===== src/rtl/trachtenberg_feeder.sv =====
// Operand FIFO plus issue/settle/hold sequencer in front of the 5x5 multiplier core.
// Latency: push at edge t0 into an idle, empty block gives out_valid after edge t0+2+SETTLE. Backpressure: in_ready drops when the FIFO is full; a result is held until out_ready.
module trachtenberg_feeder #(
    parameter int DEPTH  = 4,
    parameter int SETTLE = 12
) (
    input  logic        iclk,
    input  logic        irst,
    input  logic [4:0]  in_a,
    input  logic [4:0]  in_b,
    input  logic        in_valid,
    output logic        in_ready,
    output logic [4:0]  mul_a,
    output logic [4:0]  mul_b,
    output logic        mul_start,
    input  logic [9:0]  mul_res,
    output logic [9:0]  out_res,
    output logic        out_valid,
    input  logic        out_ready,
    output logic        busy,
    output logic [7:0]  done_cnt
);

    localparam int AW = (DEPTH > 1) ? $clog2(DEPTH) : 1;
    localparam int CW = $clog2(SETTLE + 1);
    localparam logic [AW:0] FULL_CNT = AW'(DEPTH) == '0 ? {1'b1, {AW{1'b0}}} : {1'b0, AW'(DEPTH)};

    typedef enum logic [1:0] {
        S_IDLE  = 2'd0,
        S_ISSUE = 2'd1,
        S_WAIT  = 2'd2,
        S_HOLD  = 2'd3
    } state_t;

    state_t       r_state;
    logic [9:0]   r_mem [DEPTH];
    logic [AW-1:0] r_wptr;
    logic [AW-1:0] r_rptr;
    logic [AW:0]  r_count;
    logic [CW-1:0] r_settle;
    logic [4:0]   r_mul_a;
    logic [4:0]   r_mul_b;
    logic         r_start;
    logic [9:0]   r_out_res;
    logic         r_out_valid;
    logic [7:0]   r_done_cnt;

    logic         w_push;
    logic         w_pop;
    logic         w_nempty;
    logic [9:0]   w_head;

    assign w_nempty = (r_count != '0);
    assign in_ready = (r_count != FULL_CNT);
    assign w_push   = in_valid && in_ready;
    assign w_head   = r_mem[r_rptr];

    // Pop happens only on the transitions into ISSUE; no bypass of a same-cycle push.
    always_comb begin
        w_pop = 1'b0;
        if (w_nempty) begin
            if (r_state == S_IDLE)
                w_pop = 1'b1;
            else if (r_state == S_HOLD && out_ready)
                w_pop = 1'b1;
        end
    end

    always_ff @(posedge iclk or posedge irst) begin
        if (irst) begin
            r_wptr  <= '0;
            r_rptr  <= '0;
            r_count <= '0;
        end else begin
            if (w_push) begin
                r_mem[r_wptr] <= {in_a, in_b};
                r_wptr        <= r_wptr + 1'b1;
            end
            if (w_pop)
                r_rptr <= r_rptr + 1'b1;
            if (w_push && !w_pop)
                r_count <= r_count + 1'b1;
            else if (w_pop && !w_push)
                r_count <= r_count - 1'b1;
        end
    end

    always_ff @(posedge iclk or posedge irst) begin
        if (irst) begin
            r_state     <= S_IDLE;
            r_settle    <= '0;
            r_mul_a     <= '0;
            r_mul_b     <= '0;
            r_start     <= 1'b0;
            r_out_res   <= '0;
            r_out_valid <= 1'b0;
            r_done_cnt  <= '0;
        end else begin
            case (r_state)
                S_IDLE: begin
                    if (w_pop) begin
                        r_mul_a <= w_head[9:5];
                        r_mul_b <= w_head[4:0];
                        r_start <= 1'b1;
                        r_state <= S_ISSUE;
                    end
                end
                S_ISSUE: begin
                    r_start  <= 1'b0;
                    r_settle <= CW'(SETTLE);
                    r_state  <= S_WAIT;
                end
                S_WAIT: begin
                    r_settle <= r_settle - 1'b1;
                    if (r_settle == CW'(1)) begin
                        r_out_res   <= mul_res;
                        r_out_valid <= 1'b1;
                        r_state     <= S_HOLD;
                    end
                end
                S_HOLD: begin
                    if (out_ready) begin
                        r_done_cnt  <= r_done_cnt + 1'b1;
                        r_out_valid <= 1'b0;
                        if (w_pop) begin
                            r_mul_a <= w_head[9:5];
                            r_mul_b <= w_head[4:0];
                            r_start <= 1'b1;
                            r_state <= S_ISSUE;
                        end else begin
                            r_state <= S_IDLE;
                        end
                    end
                end
                default: r_state <= S_IDLE;
            endcase
        end
    end

    assign mul_a     = r_mul_a;
    assign mul_b     = r_mul_b;
    assign mul_start = r_start;
    assign out_res   = r_out_res;
    assign out_valid = r_out_valid;
    assign busy      = (r_state != S_IDLE);
    assign done_cnt  = r_done_cnt;

endmodule


===== config.mk =====
export PLATFORM = sky130hd
export DESIGN_NAME = trachtenberg_feeder
export DESIGN_NICKNAME = d
export VERILOG_FILES = /design/src/rtl/trachtenberg_feeder.sv
export SDC_FILE = /design/constraint.sdc
export NUM_CORES = 1
export LEC_CHECK = 0
export BUFFER_PORTS_ARGS = -buffer_cell sky130_fd_sc_hd__buf_4
export CAP_MARGIN = 20
export CORE_MARGIN = 2
export CORE_UTILIZATION = 33
export CTS_CLUSTER_SIZE = 20
export DETAILED_ROUTE_END_ITERATION = 6
export PLACE_DENSITY = 0.55
export SETUP_SLACK_MARGIN = 0.05
export SYNTH_ARGS = -nofsm -noshare
export SYNTH_HDL_FRONTEND = slang
export SYNTH_SLANG_ARGS = --single-unit

===== constraint.sdc =====
create_clock -name iclk -period 2 [get_ports iclk]
set_clock_uncertainty 0.05 [all_clocks]
set_input_delay 0.5 -clock iclk [delete_from_list [all_inputs] [get_ports iclk]]
set_output_delay 0.5 -clock iclk [all_outputs]
set_load 0.02 [all_outputs]

==> implementation parameters <==
Parameter                              Value

Run status
  Result of the run ... complete, but fails checks
  Violated checks ... negative setup slack

Clock tree
  Hold-fix buffers, CTS ... 0
  H-tree level count ... 3
  CTS Root Buffer Type ... sky130_fd_sc_hd__clkbuf_8
  Clock tree buffer depth ... 2
  Clock-pin slew of the registers on the worst-case setup and hold paths ... 0.08 ns
  Total clock sinks ... 83
  Clock tree from TritonCTS ... built
  Clock latency on the worst-skew pair ... 0.34 ns
  Inserted Clock Buffers ... 9

STA
  Max frequency ... 499.5 MHz
  Smallest hold slack ... ~0.080 ns
  Unrepaired setup endpoints after global routing ... true
  Final critical path time including I/O delays and setup ... 2.002 ns
  Endpoints failing hold ... 0
  Slew at the pin closest to its max-slew limit ... 0.3737 ns
  Number of pins with negative max-slew slack in the final report ... 0
  Count of endpoints failing setup in the final report ... 1
  Total negative slack for setup checks ... -0.002197 ns
  Setup ws final ... -0.002197 ns
  Share of the clock period used by the worst path after layout ... 1.001
  Relative slew margins ... 0.7502

Global route
  Total Routing Usage GR ... 0.1205
  Maximum number of pins on one net before global-route repair ... 20
  Number of antenna violations at the first check in global routing ... 0
  Global route overflow ... 0
  Global-route wire length before repair ... 10340 um
  Number of global-route vias before repair ... 2056

Setup path
  Critical path startpoint category ... flip-flop
  Category of cells accounting for the largest share of critical-path delay ... adder cells
  Maximum fanout encountered on the critical timing path ... 3
  Required time at the worst-slack endpoint ... 2.18 ns
  Critical path endpoint category ... flip-flop
  Crit path largest cell delay ... 0.44 ns
  Slowest stage cell on the critical path ... sky130_fd_sc_hd__dfrtp_2
  CP Buf/Inv Count ... 2
  WS Path Type ... flip-flop to flip-flop
  Worst Path Arrival ... 2.18 ns
  Cells traversed along the worst timing path ... or3b_4, nand2_4, inv_4, ha_4, inv_2, fa_2, mux2_4

Logic synthesis
  Largest family of logic cells by synthesized area ... multiplexers
  Top-area cell type share of the netlist area ... 0.3441
  Count of yosys warnings during synthesis ... 0
  Synthesis-stage register bit count ... between 80 and 90
  Most area-consuming cells after synthesis ... sky130_fd_sc_hd__edfxtp_1, sky130_fd_sc_hd__dfrtp_1, sky130_fd_sc_hd__mux4_2, sky130_fd_sc_hd__ha_1, sky130_fd_sc_hd__mux2_4
  Adder-cell share of the synthesized area ... 0.05233
  Synthesized area per cell ... 16.39 um2
  Post-synth design cell area ... 3491 um2
  Cells after Synth ... 213
  Simple-gate portion of the synthesized area ... 0.05556
  Cell with the most instances after synthesis ... sky130_fd_sc_hd__dfrtp_1
  Async set-reset flop share out of synthesis ... 0.5181
  Cell accounting for the most synthesized area ... sky130_fd_sc_hd__edfxtp_1
  Post-synthesis compound-gate area fraction ... 0.03656
  Number of unique standard cell types used by synthesis ... 39
  Xor/xnor share of the synthesized area ... 0.03262
  EDFF count, synth ... 40
  Cell types with the highest counts after synthesis ... sky130_fd_sc_hd__dfrtp_1, sky130_fd_sc_hd__edfxtp_1, sky130_fd_sc_hd__ha_1
  Sequential cell area fraction in the yosys report ... 0.6523
  Nets in the synthesized netlist ... 251
  Mux share of post-synthesis cell area ... 0.1491
  Top flip-flop cell by instance count after synthesis ... sky130_fd_sc_hd__dfrtp_1

Power
  Total power per unit cell area ... ~1500 nW/um2
  Leakage power ... 1.953 nW
  Maximum resistive drop on vdd ... 626.1 uV
  Final total power ... 0.007226 W

Die
  Die Y-Extent ... between 100 and 150 um
  Die outline area ... about 11000 um2
  Width of the die ... 106.9 um
  Count of boundary I/O pins ... 56
  Starting density of the core ... 0.3397
  Area of the core ... 10280 um2
  Rows ... 37

Final layout
  P&R area growth vs syn ... 34.27%
  Final Non-Filler Cells ... 451
  Antenna cell count ... 0
  Post-layout net count ... 348
  Post-route cell area ... 4687 um2
  Number of fill cells in the layout ... 934
  Share of final-layout standard cells stronger than drive strength 1 ... 0.4730

Place
  Weighted congestion at the end of routability-driven global placement ... a little over 0.7
  DP Area ... 4345 um2
  Count of buffers from port buffering ... 55
  DP Cell Count ... 424
  Half-perimeter wire length after detailed placement ... approximately 4500 um

Route
  Via count ... 2016
  Final Routed Wirelength ... 6318 um
  Average routed wire per standard cell ... between 10 and 15 um
  Remaining DRCs ... 0
  Count of routing violations after the opening detailed-route iteration ... 52
  Detailed-route vias per instance ... 4.470
  First-pass detailed-route iteration total ... 4
  Post-DRT Antenna Nets ... 0

Worst hold path
  Min-delay worst type ... input port to async pin

Job
  Max cap viols ... 0
-- sequential cells by signal, indices dropped and copies added (netlist names) --
register   flops
done_cnt       8
mul_a          5
mul_b          5
mul_start      1
out_res       10
out_valid      1
r_count        3
r_mem         40
r_rptr         2
r_settle       4
r_state        2
r_wptr         2
-- repair_timing --
action / in CTS / in global routing
pin swaps: 1 / 3
setup endpoints to repair: 3 / 7
setup buffers: 7 / 4
gates resized for setup: 3 / 6
hold endpoints to repair: 0 / 0
-- logic make-up (layout without fill, tap and decap cells) --
kind of cell | Yosys count | after routing
AOI/OAI and AO/OA | 18 | 18
and+or+nand+nor | 35 | 35
buffers and inverters | 17 | 119
DFF | 83 | 83
adders and majority gates | 14 | 14
xor gates and xnor gates | 13 | 13
muxes | 33 | 33
-- cells in the final DEF, fill, tap and decap left out, types with 3 or more instances in the layout --
master	synthesis	final
sky130_fd_sc_hd__o21ai_0	4	4
sky130_fd_sc_hd__buf_4	1	80
sky130_fd_sc_hd__nor2_1	3	3
sky130_fd_sc_hd__inv_4	0	3
sky130_fd_sc_hd__xor2_1	3	3
sky130_fd_sc_hd__nand3_1	4	4
sky130_fd_sc_hd__mux2_4	10	11
sky130_fd_sc_hd__ha_1	13	10
sky130_fd_sc_hd__inv_2	1	5
sky130_fd_sc_hd__inv_1	12	6
sky130_fd_sc_hd__buf_6	1	3
sky130_fd_sc_hd__dfrtp_1	43	42
sky130_fd_sc_hd__o21ai_1	3	3
sky130_fd_sc_hd__and2_1	5	5
sky130_fd_sc_hd__buf_12	0	6
sky130_fd_sc_hd__edfxtp_1	40	40
sky130_fd_sc_hd__a21oi_1	5	4
sky130_fd_sc_hd__mux4_2	10	10
sky130_fd_sc_hd__mux2_1	10	10
sky130_fd_sc_hd__clkbuf_8	0	11
sky130_fd_sc_hd__nand2_1	10	9
sky130_fd_sc_hd__xnor2_1	10	10
-- stage by stage --
stage,util,setup slack [ns]
6_report,0.4561,-0.002197
3_3_place_gp,0.4228,0.03852
2_1_floorplan,-,-0.02464
5_1_grt,0.4561,-0.05941
4_1_cts,0.4512,-0.02018
3_5_place_dp,0.4228,-0.01992
-- cell type report --
type                    count  area [um2]  share of cell area
inverters                  14       57.56             0.01228
well taps                 136       170.2             0.03631
flip-flops and latches     83        2278              0.4861
repair buffers             89       754.5              0.1610
clock buffers              13       180.2             0.03844
clock inverters             3       41.29            0.008809
multi-input cells         113        1205              0.2571
-- metal layers --
layer / vias to the layer above / GRT usage / wire [um]
li1: 964 / - / -
met1: 1003 / 0.1524 / 2765
met2: 39 / 0.1961 / 3181
met3: 10 / 0.02371 / 239
met4: 0 / 0.06308 / 131
met5: - / 0 / 0
-- report_power, final --
part	internal, W	switching [W]	total [W]
combinational	0.00186	0.00148	0.00334
clock	0.000721	0.000580	0.00130
sequential	0.00227	0.000316	0.00258
-- final timing paths --
check / start / end / slack (ns) / cells past startpoint
max: r_count[0] / r_count[1] / -0.002 / 7
min: irst / mul_a[2] / 0.08 / 2
max reg2reg: r_count[0] / r_count[1] / -0.002 / 7
min reg2reg: done_cnt[7] / done_cnt[7] / 0.44 / 1
max in group asynchronous: irst / r_settle[3] / 1.24 / 3
min in group iclk: in_b[4] / r_mem[0][4] / 0.30 / 1
Power figures use the tool's default switching activity.
